[src/rtl/midi_pkg.sv]
// midi_pkg
// Shared definitions for the MIDI note receiver:
//   - status-nibble constants for Note-Off / Note-On
//   - realtime-message threshold (bytes at or above it are ignored)
//   - UART receive state enum
//   - decoded note event record
//   - helper that classifies a byte as a note channel-status byte
package midi_pkg;

  localparam logic [3:0] NOTE_OFF     = 4'h8;
  localparam logic [3:0] NOTE_ON      = 4'h9;
  localparam logic [7:0] RT_THRESHOLD = 8'hF8;
  localparam logic [7:0] SYS_FIRST    = 8'hF0;
  localparam logic [7:0] NO_STATUS    = 8'h00;

  typedef enum logic [1:0] {
    UART_IDLE  = 2'd0,
    UART_START = 2'd1,
    UART_DATA  = 2'd2,
    UART_STOP  = 2'd3
  } uart_state_e;

  typedef struct packed {
    logic       note_on;
    logic [3:0] channel;
    logic [6:0] note;
    logic [6:0] velocity;
  } midi_event_t;

  // True for 0x8n / 0x9n, the only statuses whose data bytes are decoded.
  function automatic logic is_note_status(input logic [7:0] b);
    return (b[7:4] == NOTE_OFF) || (b[7:4] == NOTE_ON);
  endfunction

endpackage

[src/rtl/midi_uart_rx.sv]
// midi_uart_rx
// 8N1 serial receiver with a 2-flop input synchroniser.
// Ports:
//   clk         system clock, rising edge
//   reset       synchronous active-low reset
//   rx          asynchronous serial input, idles high
//   byte_data   last assembled byte (valid while byte_valid is high)
//   byte_valid  strobe in the stop-bit sample cycle when the stop bit is 1
//   framing_err strobe in the stop-bit sample cycle when the stop bit is 0
//   busy        high from START entry through the stop-sample cycle
// byte_valid / framing_err are combinational strobes so the parser can
// register its outputs in the very next cycle.
module midi_uart_rx
  import midi_pkg::*;
#(
  parameter int CLKS_PER_BIT = 3200
) (
  input  logic       clk,
  input  logic       reset,
  input  logic       rx,
  output logic [7:0] byte_data,
  output logic       byte_valid,
  output logic       framing_err,
  output logic       busy
);

  localparam int CNT_W = $clog2(CLKS_PER_BIT);
  localparam logic [CNT_W-1:0] HALF_LAST = CNT_W'(CLKS_PER_BIT / 2 - 1);
  localparam logic [CNT_W-1:0] BIT_LAST  = CNT_W'(CLKS_PER_BIT - 1);

  uart_state_e      state_q, state_d;
  logic [CNT_W-1:0] cnt_q, cnt_d;
  logic [2:0]       bit_idx_q, bit_idx_d;
  logic [7:0]       shift_q, shift_d;
  logic             rx_meta_q, rx_sync_q, rx_prev_q;

  // Synchroniser, edge-detect history and FSM state registers.
  always_ff @(posedge clk) begin
    if (!reset) begin
      state_q   <= UART_IDLE;
      cnt_q     <= '0;
      bit_idx_q <= 3'd0;
      shift_q   <= 8'h00;
      rx_meta_q <= 1'b1;
      rx_sync_q <= 1'b1;
      rx_prev_q <= 1'b1;
    end else begin
      state_q   <= state_d;
      cnt_q     <= cnt_d;
      bit_idx_q <= bit_idx_d;
      shift_q   <= shift_d;
      rx_meta_q <= rx;
      rx_sync_q <= rx_meta_q;
      rx_prev_q <= rx_sync_q;
    end
  end

  // Next-state logic and stop-bit strobes.
  always_comb begin
    state_d     = state_q;
    cnt_d       = cnt_q;
    bit_idx_d   = bit_idx_q;
    shift_d     = shift_q;
    byte_valid  = 1'b0;
    framing_err = 1'b0;
    case (state_q)
      UART_IDLE: begin
        // Falling edge of the synchronised line marks a start bit.
        if (rx_prev_q && !rx_sync_q) begin
          state_d = UART_START;
          cnt_d   = '0;
        end else begin
          state_d = UART_IDLE;
        end
      end
      UART_START: begin
        if (cnt_q == HALF_LAST) begin
          cnt_d     = '0;
          bit_idx_d = 3'd0;
          // Line back high at mid start bit: treat as a glitch.
          if (!rx_sync_q) begin
            state_d = UART_DATA;
          end else begin
            state_d = UART_IDLE;
          end
        end else begin
          cnt_d = cnt_q + CNT_W'(1);
        end
      end
      UART_DATA: begin
        if (cnt_q == BIT_LAST) begin
          cnt_d   = '0;
          shift_d = {rx_sync_q, shift_q[7:1]};  // LSB arrives first
          if (bit_idx_q == 3'd7) begin
            state_d = UART_STOP;
          end else begin
            bit_idx_d = bit_idx_q + 3'd1;
          end
        end else begin
          cnt_d = cnt_q + CNT_W'(1);
        end
      end
      UART_STOP: begin
        if (cnt_q == BIT_LAST) begin
          cnt_d   = '0;
          state_d = UART_IDLE;
          if (rx_sync_q) begin
            byte_valid = 1'b1;
          end else begin
            framing_err = 1'b1;
          end
        end else begin
          cnt_d = cnt_q + CNT_W'(1);
        end
      end
      default: begin
        state_d = UART_IDLE;
        cnt_d   = '0;
      end
    endcase
  end

  assign byte_data = shift_q;
  assign busy      = (state_q != UART_IDLE);

endmodule

[src/rtl/midi_note_receiver.sv]
// midi_note_receiver
// Receives a MIDI serial stream and decodes Note-On / Note-Off messages,
// including running status. Each complete message yields a one-cycle
// event_valid pulse; channel/note/velocity/note_on hold until the next event.
// Ports:
//   clk            system clock, rising edge
//   reset          synchronous active-low reset
//   rx             MIDI serial input (asynchronous, idles high)
//   filter_channel only with MIDI_CHANNEL_FILTER_EN: channel to pass
//   event_valid    one-cycle pulse per decoded note message
//   note_on        1 = note-on, 0 = note-off (0x9n with velocity 0 is off)
//   channel        MIDI channel 0-15
//   note           note number
//   velocity       velocity
//   framing_err    one-cycle pulse, stop bit sampled low
//   busy           high while a byte is on the wire (START..STOP)
// Optional feature macro: MIDI_CHANNEL_FILTER_EN
module midi_note_receiver
  import midi_pkg::*;
#(
  parameter int CLK_FREQ_HZ = 100_000_000,
  parameter int BAUD_RATE   = 31250
) (
  input  logic       clk,
  input  logic       reset,
  input  logic       rx,
`ifdef MIDI_CHANNEL_FILTER_EN
  input  logic [3:0] filter_channel,
`endif
  output logic       event_valid,
  output logic       note_on,
  output logic [3:0] channel,
  output logic [6:0] note,
  output logic [6:0] velocity,
  output logic       framing_err,
  output logic       busy
);

  localparam int CLKS_PER_BIT = CLK_FREQ_HZ / BAUD_RATE;

  logic [7:0]  u_byte_s;
  logic        u_valid_s;
  logic        u_ferr_s;
  logic        u_busy_s;

  logic [7:0]  status_q, status_d;
  logic        data_cnt_q, data_cnt_d;
  logic [6:0]  note_buf_q, note_buf_d;
  logic        event_valid_q, event_valid_d;
  midi_event_t ev_q, ev_d;
  logic        framing_err_q, framing_err_d;

  midi_event_t new_ev_s;
  logic        fire_s;
  logic        pass_s;

  midi_uart_rx #(
    .CLKS_PER_BIT(CLKS_PER_BIT)
  ) u_uart (
    .clk        (clk),
    .reset      (reset),
    .rx         (rx),
    .byte_data  (u_byte_s),
    .byte_valid (u_valid_s),
    .framing_err(u_ferr_s),
    .busy       (u_busy_s)
  );

  // Event assembled from the running status, stored note and incoming velocity.
  assign new_ev_s.note_on  = (status_q[7:4] == NOTE_ON) && (u_byte_s[6:0] != 7'd0);
  assign new_ev_s.channel  = status_q[3:0];
  assign new_ev_s.note     = note_buf_q;
  assign new_ev_s.velocity = u_byte_s[6:0];

`ifdef MIDI_CHANNEL_FILTER_EN
  assign pass_s = (new_ev_s.channel == filter_channel);
`else
  assign pass_s = 1'b1;
`endif

  // Parser registers and output event registers.
  always_ff @(posedge clk) begin
    if (!reset) begin
      status_q      <= NO_STATUS;
      data_cnt_q    <= 1'b0;
      note_buf_q    <= 7'd0;
      event_valid_q <= 1'b0;
      ev_q          <= '0;
      framing_err_q <= 1'b0;
    end else begin
      status_q      <= status_d;
      data_cnt_q    <= data_cnt_d;
      note_buf_q    <= note_buf_d;
      event_valid_q <= event_valid_d;
      ev_q          <= ev_d;
      framing_err_q <= framing_err_d;
    end
  end

  // Byte-level parser: status tracking, data counting and event emission.
  always_comb begin
    status_d      = status_q;
    data_cnt_d    = data_cnt_q;
    note_buf_d    = note_buf_q;
    framing_err_d = u_ferr_s;
    fire_s        = 1'b0;
    if (u_ferr_s) begin
      // Dropped byte breaks the current data pair; running status survives.
      data_cnt_d = 1'b0;
    end else if (!u_valid_s) begin
      data_cnt_d = data_cnt_q;
    end else if (u_byte_s >= RT_THRESHOLD) begin
      // Realtime bytes may appear anywhere and never disturb parsing.
      data_cnt_d = data_cnt_q;
    end else if (u_byte_s[7]) begin
      data_cnt_d = 1'b0;
      if (u_byte_s < SYS_FIRST) begin
        // Channel status: note statuses are decoded, others only block data.
        status_d = u_byte_s;
      end else begin
        status_d = NO_STATUS;
      end
    end else if (is_note_status(status_q)) begin
      if (!data_cnt_q) begin
        note_buf_d = u_byte_s[6:0];
        data_cnt_d = 1'b1;
      end else begin
        data_cnt_d = 1'b0;
        fire_s     = 1'b1;
      end
    end else begin
      data_cnt_d = data_cnt_q;
    end

    event_valid_d = fire_s && pass_s;
    if (fire_s && pass_s) begin
      ev_d = new_ev_s;
    end else begin
      ev_d = ev_q;
    end
  end

  assign event_valid = event_valid_q;
  assign note_on     = ev_q.note_on;
  assign channel     = ev_q.channel;
  assign note        = ev_q.note;
  assign velocity    = ev_q.velocity;
  assign framing_err = framing_err_q;
  assign busy        = u_busy_s;

endmodule

[config.mk]
export PLATFORM = sky130hd
export DESIGN_NAME = midi_note_receiver
export DESIGN_NICKNAME = d
export VERILOG_FILES = /design/src/rtl/midi_pkg.sv /design/src/rtl/midi_uart_rx.sv /design/src/rtl/midi_note_receiver.sv
export SDC_FILE = /design/constraint.sdc
export NUM_CORES = 1
export LEC_CHECK = 0
export CAP_MARGIN = 20
export CORE_ASPECT_RATIO = 1.5
export CORE_MARGIN = 2
export CORE_UTILIZATION = 28
export DETAILED_ROUTE_END_ITERATION = 16
export HOLD_SLACK_MARGIN = 0.12
export PLACE_DENSITY_LB_ADDON = 0.05
export SLEW_MARGIN = 20
export SYNTH_ARGS = -nofsm -noshare
export SYNTH_HDL_FRONTEND = slang
export SYNTH_SLANG_ARGS = --single-unit
[constraint.sdc]
create_clock -name clk -period 2.56 [get_ports clk]
set_input_delay 0.256 -clock clk [delete_from_list [all_inputs] [get_ports clk]]
set_output_delay 0.256 -clock clk [all_outputs]
set_load 0.05 [all_outputs]
==> summary.txt, run 1 <==
Setup path
  – RR Endpoint: note_buf_q[5]
  – CP Class: register to output port
  – CP required: 2300 ps
  – CP startpoint kind: register
  – R2r setup slk: 460 ps
  – Worst path arrival time: 1990 ps
  – Worst setup EP type: output port
  – CP Max Fanout: 12
  – Worst r2r src: u_uart.cnt_q[0]
  – FF-to-FF path depth: 6

Placement
  – Final GP Congestion: 0.7893
  – DP HPWL: 5.247 mm
  – Placed Cells incl. Taps: 482
  – DP Worst Slack: 465.2 ps
  – Buffers on Ports: 24
  – Cell Area, Placed: 3336 um^2

Floorplan
  – Chip width: 88.28 um
  – Area of the core: 10480 um^2
  – Die area: 11510 um^2
  – Starting Density: 28.48%
  – Io pins: 25
  – Row count: 46
  – Die H: 130.4 um

Final layout
  – Post-route cell area: 3640 um^2
  – Non-Filler Instances: 498
  – Diodes inserted: 0
  – Area grow syn2layout: 22.02%
  – Share of cells above drive strength 1: 9.887%
  – Fin nets: 355

Routing
  – Final wirelength: 7.413 mm
  – Drt wl/cell: 14.89 um
  – Via count: 2430
  – Drt pass-1 iters: 6
  – Drc violations: 0
  – Number of routed nets with antenna violations: 0
  – DR vias/cell: 4.880
  – Detailed Route Iter0 Violations: 111

Synthesis
  – FF+latch count, synth: 65
  – Net Count, Synth: 336
  – Synth warn: 0
  – Seq/Total Area, Yosys: 43.62%
  – Synth Cell Area: 2983 um^2
  – Post-synth top area share: 43.62%
  – Synth area leaders: dfxtp_1, mux2i_1, nand2_1
  – Synth cell types: 51
  – Top_reg_cell synth: dfxtp_1
  – Post-synth EDFFs: 0
  – Post-synth ARST share: 0%
  – Syn_area_per_cell: 9.039 um^2
  – Area leader, netlist: dfxtp_1
  – Mapped Cells: 330

Clock network
  – Maximum clock path buffer count: 2
  – CTS buffer count: 9
  – Clock sink total: 65
  – Clock transition at path regs: 60 ps
  – Post_cts resized: 0
  – Cts hold-fix bufs: 0
  – Clock root cell: clkbuf_16
  – Postcts setup bufs: 0
  – CTS tree: yes
  – Worst-Skew Late Latency: 330 ps
  – H-Tree Depth: 3

Global routing
  – First-pass GRT wire length: 12.25 mm
  – Vias in the first global route: 2367
  – Initial antenna violation count: 0
  – Gr ovfl total: 0
  – GRT Total Usage: 14.09%
  – Largest net degree at the start of global routing: 40

STA
  – Final hold vios: 0
  – Tightest Pin Transition: 505.3 ps
  – Headroom to the max-slew limit: 66.21%
  – Clock Skew: 6.376 ps
  – Post-route setup TNS: 0 ps
  – Final Cycle Share: 87.87%
  – Final Max Slew Viols: 0
  – Setup violators final: 0
  – Peak Freq: 444.5 MHz
  – Final min period: 2250 ps
  – RSZ-0062 raised after global routing: no
  – Setup ws final: 310.4 ps

Min path
  – Hold Path Stages: 2
  – Worst Hold End: u_uart.cnt_q[0]
  – Hold_sp: reset
  – Hold Path Class: input port to register

Flow run
  – MaxCap Viol Count: 0

Pwr
  – Worst-case vdd ir drop: 0.3500 mV
  – Leakage: 1.466 nW
  – Final Power: 2.421 mW
  – Pwr per Cell Area: 665.1 nW/um^2

Run status
  – Status: complete, no violations
## registers in the layout (all words and copies together), names as in the netlist, named ones only
register          cells
event_valid           1
data_cnt_q            1
note_on               1
framing_err           1
u_uart.state_q        1
u_uart.cnt_q         12
channel               4
status_q              8
u_uart.rx_meta_q      1
u_uart.rx_sync_q      1
note_buf_q            7
u_uart.rx_prev_q      1
u_uart.byte_data      8
note                  7
velocity              7
u_uart.bit_idx_q      3
## per-stage QoR
| stage | hold slack [ps] | utilization (%) |
|---|---|---|
| 2_1_floorplan | 357.5 | - |
| 3_3_place_gp | 399.3 | 31.84 |
| 3_5_place_dp | 400.7 | 31.84 |
| 4_1_cts | 358.5 | 34.75 |
| 5_1_grt | 389.2 | 34.75 |
| 6_report | 360.5 | 34.75 |
## cell families (layout without fill, tap and decap cells)
logic type / Yosys count / count (layout) / synth area share, %
multiplexers: 34 / 34 / 11.41
adder cells (fa/ha/maj): 3 / 3 / 1.259
flip-flops: 65 / 65 / 43.62
buffers and inverters: 28 / 52 / 4.613
XOR/XNOR: 1 / 1 / 0.2937
AND/OR/NAND/NOR: 146 / 146 / 26.89
AO/OA/AOI/OAI: 53 / 53 / 11.91
## synthesized netlist by cell type (4+ instances only)
master	n
a21boi_0	12
nand3b_1	5
nand3_1	16
nand2_1	64
a31oi_1	6
nor3_1	5
nand4_1	6
nand2b_1	6
clkbuf_1	15
nor2_1	5
mux2i_1	34
and4_1	5
or3b_2	4
a21oi_1	5
buf_2	5
nor4_1	6
o21ai_0	14
dfxtp_1	65
## power by group
part	switching (mW)	internal, mW
Sequential	0.0179	1.02
Combinational	0.0840	0.0472
Clock	0.489	0.761
Total	0.590	1.83
## critical path, stage by stage (launching register included)
cell             delay (ps)
dfxtp_1                 550
nor2_1                  110
clkinv_1                170
clkdlybuf4s50_1         830
## worst max path at each step
stage,endpoint,slack (ps),cells after the start
3_5_place_dp,note_buf_q[5],470,6
2_1_floorplan,u_uart.cnt_q[5],730,6
6_report,busy,310,3
4_1_cts,busy,280,3
5_1_grt,busy,210,3
3_3_place_gp,note_buf_q[6],540,6
## layer usage
| metal | GRT usage, % | vias to the layer above | routed length, um | share of wire, % |
|---|---|---|---|---|
| met1 | 15.85 | 1143 | 3211 | 43 |
| met2 | 24.19 | 43 | 3751 | 51 |
| met3 | 3.078 | 15 | 197 | 2.7 |
| li1 | - | 1229 | - | - |
| met4 | 8.111 | 0 | 253 | 3.4 |
| met5 | 0 | - | 0 | 0 |
## placed cells by master, fill, tap and decap left out, types with 4 or more instances in the layout
cell,instances
dfxtp_1,65
nand2_1,64
mux2i_1,34
clkdlybuf4s50_1,23
nand3_1,16
o21ai_0,14
a21boi_0,12
clkbuf_16,9
buf_4,8
nand4_1,6
nand2b_1,6
a31oi_1,6
nor4_1,6
nor2_1,5
and4_1,5
a21oi_1,5
nand3b_1,5
nor3_1,5
or3b_2,4
## final cells by class
cell class              count  area [um^2]
clock inverters             7        78.83
multi-input cells         237         1544
well taps                 144        180.2
clock buffers               9        225.2
flip-flops and latches     65         1301
repair buffers             32        295.3
inverters                   4        15.01
fillers                  1122         6835
No activity file was read; power rests on OpenSTA's default activity.
==> run 2, diff against run 1 <==
--- a/config.mk
+++ b/config.mk
@@ -5,6 +5,7 @@
 export SDC_FILE = /design/constraint.sdc
 export NUM_CORES = 1
 export LEC_CHECK = 0
+export ABC_AREA = 1
 export CAP_MARGIN = 20
 export CORE_ASPECT_RATIO = 1.5
 export CORE_MARGIN = 2
@@ -12,6 +13,7 @@
 export DETAILED_ROUTE_END_ITERATION = 16
 export HOLD_SLACK_MARGIN = 0.12
 export PLACE_DENSITY_LB_ADDON = 0.05
+export SETUP_SLACK_MARGIN = 0.05
 export SLEW_MARGIN = 20
 export SYNTH_ARGS = -nofsm -noshare
 export SYNTH_HDL_FRONTEND = slang
==> run 2 against run 1 <==
Against the previous run: critical endpoint unchanged; sequential share of layout area grew 0.66 points; combinational power shrank 39%; clock power grew 14%; critical path depth is the same; clock-buffer cell count is the same; clock skew shrank 1.9 ps; global-route usage grew 0.091 points; fmax grew 8.0%; register-to-register slack gained 230 ps; non-clock buffer count shrank 4; via count grew 3.5%; area after synthesis shrank 2.0%.
==> summary.txt, run 2 <==
STA
  – Clock Skew: 4.519 ps
  – Peak Freq: 480.3 MHz
  – Headroom to the max-slew limit: 52.69%
  – Final Cycle Share: 81.33%
  – Post-route setup TNS: 0 ps
  – RSZ-0062 raised after global routing: no
  – Tightest Pin Transition: 708.8 ps
  – Setup violators final: 0
  – Final Max Slew Viols: 0
  – Final min period: 2082 ps
  – Final hold vios: 0

Clock network
  – Cts hold-fix bufs: 0
  – Maximum clock path buffer count: 2
  – CTS tree: yes
  – Clock sink total: 65
  – Postcts setup bufs: 0
  – Clock transition at path regs: 50 ps
  – Post_cts resized: 0
  – H-Tree Depth: 3
  – CTS buffer count: 9
  – Clock root cell: clkbuf_16
  – Worst-Skew Late Latency: 330 ps

Global routing
  – Gr ovfl total: 0
  – Met3 GRT Util: 3.822%
  – GRT Total Usage: 14.19%
  – First-pass GRT wire length: 12.29 mm
  – Initial antenna violation count: 0
  – Gr busiest metal: met2
  – Largest net degree at the start of global routing: 46
  – Met2 Track Usage GR: 25.13%
  – GR Layer Usage met1: 15.56%
  – Vias in the first global route: 2507

Setup path
  – CP required: 2300 ps
  – CP Max Fanout: 9
  – Worst setup EP type: output port
  – CP Class: register to output port
  – Critical-path top delay cell: clkdlybuf4s50_1
  – Largest delay share family, worst path: buffers and inverters
  – Worst-path cell chain: nor2_1 -> inv_1 -> clkdlybuf4s50_1
  – Buffers and inverters on the worst path: 2
  – CP startpoint kind: register
  – Worst path arrival time: 1830 ps
  – Crit-path max cell delay: 800 ps

Synthesis
  – Synth warn: 0
  – Mapped Cells: 415
  – Seq/Total Area, Yosys: 44.52%
  – Synth Cell Area: 2923 um^2
  – Post-synth top area share: 44.52%
  – Syn_area_per_cell: 7.043 um^2
  – Area leader, netlist: dfxtp_1
  – Net Count, Synth: 421
  – Post-synth EDFFs: 0
  – Top_reg_cell synth: dfxtp_1
  – Synth top cells by count: nand2_1, nor2_1, dfxtp_1
  – Top-count cell post-synth: nand2_1
  – Synth cell types: 32
  – Post-synth ARST share: 0%
  – Synth area leaders: dfxtp_1, nand2_1, nor2_1
  – FF+latch count, synth: 65

Placement
  – Buffers on Ports: 24
  – DP HPWL: 5.056 mm
  – Final GP Congestion: 0.7496

Floorplan
  – Area of the core: 10130 um^2
  – Chip width: 87.42 um
  – Die area: 11290 um^2
  – Row count: 45
  – Starting Density: 28.84%
  – Io pins: 25
  – Die H: 129.1 um

Routing
  – Drc violations: 0
  – DR vias/cell: 4.513
  – Number of routed nets with antenna violations: 0
  – Detailed Route Iter0 Violations: 95
  – Drt pass-1 iters: 4
  – Final wirelength: 7.330 mm
  – Drt wl/cell: 13.16 um
  – Via count: 2514

Final layout
  – Most frequent cells in the layout: nand2_1, nor2_1, dfxtp_1
  – Fin util: 35.26%
  – Share of cells above drive strength 1: 9.091%
  – Biggest register: u_uart.cnt_q
  – Max FFs per register: 12
  – Most common cell after layout, fill and taps aside: nand2_1
  – Fillers: 1123
  – Diodes inserted: 0
  – Fin nets: 441
  – Area grow syn2layout: 22.26%

Min path
  – Hold Path Class: register to register

Pwr
  – Switching pwr: 0.5298 mW
  – Int Power: 1.994 mW
  – Switching Share: 20.99%
  – Pwr per Cell Area: 706.4 nW/um^2
  – Leakage: 1.542 nW
  – Clock Power Share: 56.2%
  – Worst-case vdd ir drop: 0.3882 mV
  – Sequential power share: 40.6%
  – Combinational Power Share: 3.1%

Flow run
  – MaxCap Viol Count: 0

Run status
  – Status: complete, no violations
[run 2: cell count changes in the layout (fill, tap and decap cells not counted), sizes merged, moves of 5 or more]
cell | before | now
nor2 | 5 | 86
inv | 5 | 40
mux2i | 34 | 0
nand2 | 64 | 92
o21ai | 14 | 37
a21oi | 5 | 25
a21boi | 12 | 0
a31oi | 6 | 0
nand2b | 6 | 0
and4 | 5 | 0
buf | 9 | 4
nor4 | 6 | 1
[run 2: cell type report]
cell class / instances / area (um^2) / area share [%]
multi-input cells: 291 / 1361 / 38.10
flip-flops and latches: 65 / 1301 / 36.41
repair buffers: 28 / 270.3 / 7.563
clock buffers: 9 / 225.2 / 6.303
inverters: 40 / 151.4 / 4.237
well taps: 117 / 146.4 / 4.097
clock inverters: 7 / 117.6 / 3.291
[run 2: worst register-to-register path, stage by stage (launching register included)]
cell and delay (ps):
dfxtp_1 360, ha_1 210, nand2_1 100, nor2_2 140, nand3_2 200, nor2_1 500, o21ai_0 140, a21oi_1 140
[run 2: per-stage QoR]
stage	instance area, um^2	worst slack, ps	power, mW	std cells	hold slack (ps)
after global placement	3231	653.7	1.130	541	405.9
after floorplan	2923	1044	1.105	415	362.6
after global routing	3573	379.5	2.626	557	429.7
after CTS	3573	462.9	2.567	557	420.3
final	3573	477.8	2.524	557	417.5
after detailed placement	3231	662.0	1.130	541	409.3
[run 2: cell families (layout without fill, tap and decap cells)]
logic type | count (synthesis) | in the layout | share of synthesized area [%]
AOI/OAI and AO/OA | 64 | 64 | 11.26
xor gates and xnor gates | 1 | 1 | 0.2997
adders and majority gates | 3 | 3 | 1.284
buffers and inverters | 59 | 84 | 8.903
DFF | 65 | 65 | 44.52
and+or+nand+nor | 223 | 223 | 33.73
[run 2: metal layers]
metal	share of wire [%]	vias to the layer above
met5	0	-
met4	1.9	0
met3	2.7	8
met2	52	26
met1	43	1114
li1	-	1366
[run 2: power by group through the flow]
stage / clock, mW / sequential [mW] / combinational, mW
global placement: 0 / 1.05 / 0.0819
CTS: 1.46 / 1.03 / 0.0825
floorplan: 0 / 1.05 / 0.0585
global route: 1.51 / 1.03 / 0.0909
finish: 1.42 / 1.03 / 0.0794
detailed placement: 0 / 1.05 / 0.0818
[run 2: worst paths after layout]
path                    start                  end  slack [ps]  depth (start not counted)
min          u_uart.rx_meta_q     u_uart.rx_sync_q         420                          1
max reg2reg   u_uart.cnt_q[0]  u_uart.byte_data[7]         690                          7
max                  register                 busy         480                          3
min reg2reg  u_uart.rx_meta_q     u_uart.rx_sync_q         420                          1
==> run 3, diff against run 2 <==
==> constraint.sdc (replaced) <==
create_clock -name clk -period 2.2 [get_ports clk]
set_input_delay 0.22 -clock clk [delete_from_list [all_inputs] [get_ports clk]]
set_output_delay 0.22 -clock clk [all_outputs]
set_load 0.05 [all_outputs]
==> run 3 against run 2 <==
Against the previous run: register-to-register slack got worse by 370 ps; sequential power rose by 16%; final area fell by 1.1%; combinational power rose by 18%; final cell count rose by 0.72%; clock power fell by 8%; hold slack improved by 7.1 ps; die area did not move; global-route usage rose by 0.082 points; critical endpoint unchanged; largest cell class unchanged; largest power group unchanged.
==> summary.txt, run 3 (synthesized netlist as in run 2, its figures left out) <==
Run status
  – Status: complete, no violations

Final layout
  – Post-route cell area: 3536 um^2
  – Fin nets: 445
  – FF+latch area: 1301 um^2
  – Most common cell after layout, fill and taps aside: nand2_1
  – Footprint of the multi-input gates: 1364 um^2
  – Diodes inserted: 0
  – Max FFs per register: 12
  – Biggest register: u_uart.cnt_q
  – Most frequent cells in the layout: nand2_1, nor2_1, dfxtp_1
  – Area grow syn2layout: 20.98%
  – Share of cells above drive strength 1: 10.14%
  – Fillers: 1131

Pwr
  – Pwr per Cell Area: 731.5 nW/um^2
  – Clock Power Share: 50.2%
  – Worst-case vdd ir drop: 0.3870 mV
  – Combinational Power Share: 3.6%
  – Leakage: 1.525 nW
  – Switching Share: 23.74%
  – Int Power: 1.973 mW
  – Sequential power share: 46.2%
  – Switching pwr: 0.6139 mW

Floorplan
  – Die H: 129.1 um
  – Area of the core: 10130 um^2
  – Die area: 11290 um^2
  – Chip width: 87.42 um
  – Starting Density: 28.84%
  – Io pins: 25
  – Row count: 45

Setup path
  – Buffers and inverters on the worst path: 2
  – Worst setup EP type: output port
  – Critical-path top delay cell: clkdlybuf4s50_1
  – CP startpoint kind: register
  – Worst path arrival time: 1840 ps
  – Largest delay share family, worst path: buffers and inverters
  – CP Class: register to output port
  – CP Max Fanout: 9
  – Worst-path cell chain: nor2_1 -> inv_1 -> clkdlybuf4s50_1
  – Crit-path max cell delay: 810 ps
  – CP required: 1980 ps

STA
  – Final Max Slew Viols: 0
  – Final Cycle Share: 93.42%
  – Post-route setup TNS: 0 ps
  – Final hold vios: 0
  – RSZ-0062 raised after global routing: no
  – Setup violators final: 0
  – Tightest Pin Transition: 699.6 ps
  – Headroom to the max-slew limit: 53.31%
  – Peak Freq: 486.6 MHz
  – Final hold slack: 424.6 ps
  – Final min period: 2055 ps
  – Clock Skew: 5.216 ps

Min path
  – Hold Path Class: register to register

Routing
  – Drt wl/cell: 12.96 um
  – Via count: 2568
  – Drc violations: 0
  – Drt pass-1 iters: 4
  – DR vias/cell: 4.578
  – Detailed Route Iter0 Violations: 69
  – Final wirelength: 7.272 mm
  – Number of routed nets with antenna violations: 0

Clock network
  – Maximum clock path buffer count: 2
  – H-Tree Depth: 3
  – Clock sink total: 65
  – CTS buffer count: 9
  – Clock root cell: clkbuf_16
  – Worst-Skew Late Latency: 330 ps
  – Cts hold-fix bufs: 0
  – CTS tree: yes
  – Clock transition at path regs: 60 ps

Placement
  – DP HPWL: 5.117 mm
  – Final GP Congestion: 0.7559
  – Cell Area, Placed: 3261 um^2
  – Buffers on Ports: 24

Global routing
  – First-pass GRT wire length: 12.41 mm
  – Vias in the first global route: 2522
  – GRT Total Usage: 14.27%
  – Gr ovfl total: 0
  – Largest net degree at the start of global routing: 33
  – Initial antenna violation count: 0

Flow run
  – MaxCap Viol Count: 0
[run 3: cell count changes in the layout (fill, tap and decap cells not counted)]
cell / delta
buf_4: +4
bufinv_16: -3
clkinv_2: +1
clkinv_4: +1
clkinvlp_4: +2
inv_6: -1
nor2_1: -1
nor2_2: +1
[run 3: layout make-up]
| cell class | count | share of cell area [%] |
|---|---|---|
| Clock inverter | 7 | 1.345 |
| Inverter | 40 | 4.282 |
| Multi-Input combinational cell | 291 | 38.57 |
| Sequential cell | 65 | 36.80 |
| Timing Repair Buffer | 32 | 8.493 |
| Tap cell | 117 | 4.140 |
| Clock buffer | 9 | 6.369 |
[run 3: per-stage QoR]
step	power, mW	instances	util, %	worst slack (ps)
2_1_floorplan	1.285	415	-	683.6
3_3_place_gp	1.316	545	32.17	229.1
3_5_place_dp	1.316	545	32.17	239.3
4_1_cts	2.637	561	34.86	139.3
5_1_grt	2.698	561	34.89	78.75
6_report	2.586	561	34.89	144.8
[run 3: power groups by stage]
| stage | combinational (mW) | sequential [mW] | clock, mW |
|---|---|---|---|
| after floorplan | 0.0681 | 1.22 | 0 |
| after global placement | 0.0967 | 1.22 | 0 |
| after detailed placement | 0.0961 | 1.22 | 0 |
| after CTS | 0.0963 | 1.19 | 1.35 |
| after global routing | 0.109 | 1.19 | 1.39 |
| final | 0.0933 | 1.19 | 1.30 |
[run 3: final timing paths]
path,slack [ps],from,to,depth (start not counted)
worst max-delay path,140,register,busy,3
worst min-delay path,420,u_uart.rx_meta_q,u_uart.rx_sync_q,1
worst max register to register,320,u_uart.cnt_q[0],velocity[3],10
worst min register to register,420,u_uart.rx_meta_q,u_uart.rx_sync_q,1
[run 3: metal layers]
| layer | routed length [um] | share of wire [%] | vias to the layer above | GRT usage [%] |
|---|---|---|---|---|
| met5 | 0 | 0 | - | 0 |
| met4 | 127 | 1.7 | 0 | 5.973 |
| met3 | 174 | 2.4 | 9 | 2.930 |
| met2 | 3680 | 51 | 33 | 24.42 |
| met1 | 3289 | 45 | 1156 | 17.15 |
| li1 | - | - | 1370 | - |
[run 3: what timing repair did]
item                       in CTS  in global routing
gates resized for setup         0                  1
setup endpoints to repair       0                  8
setup buffers                   0                  0
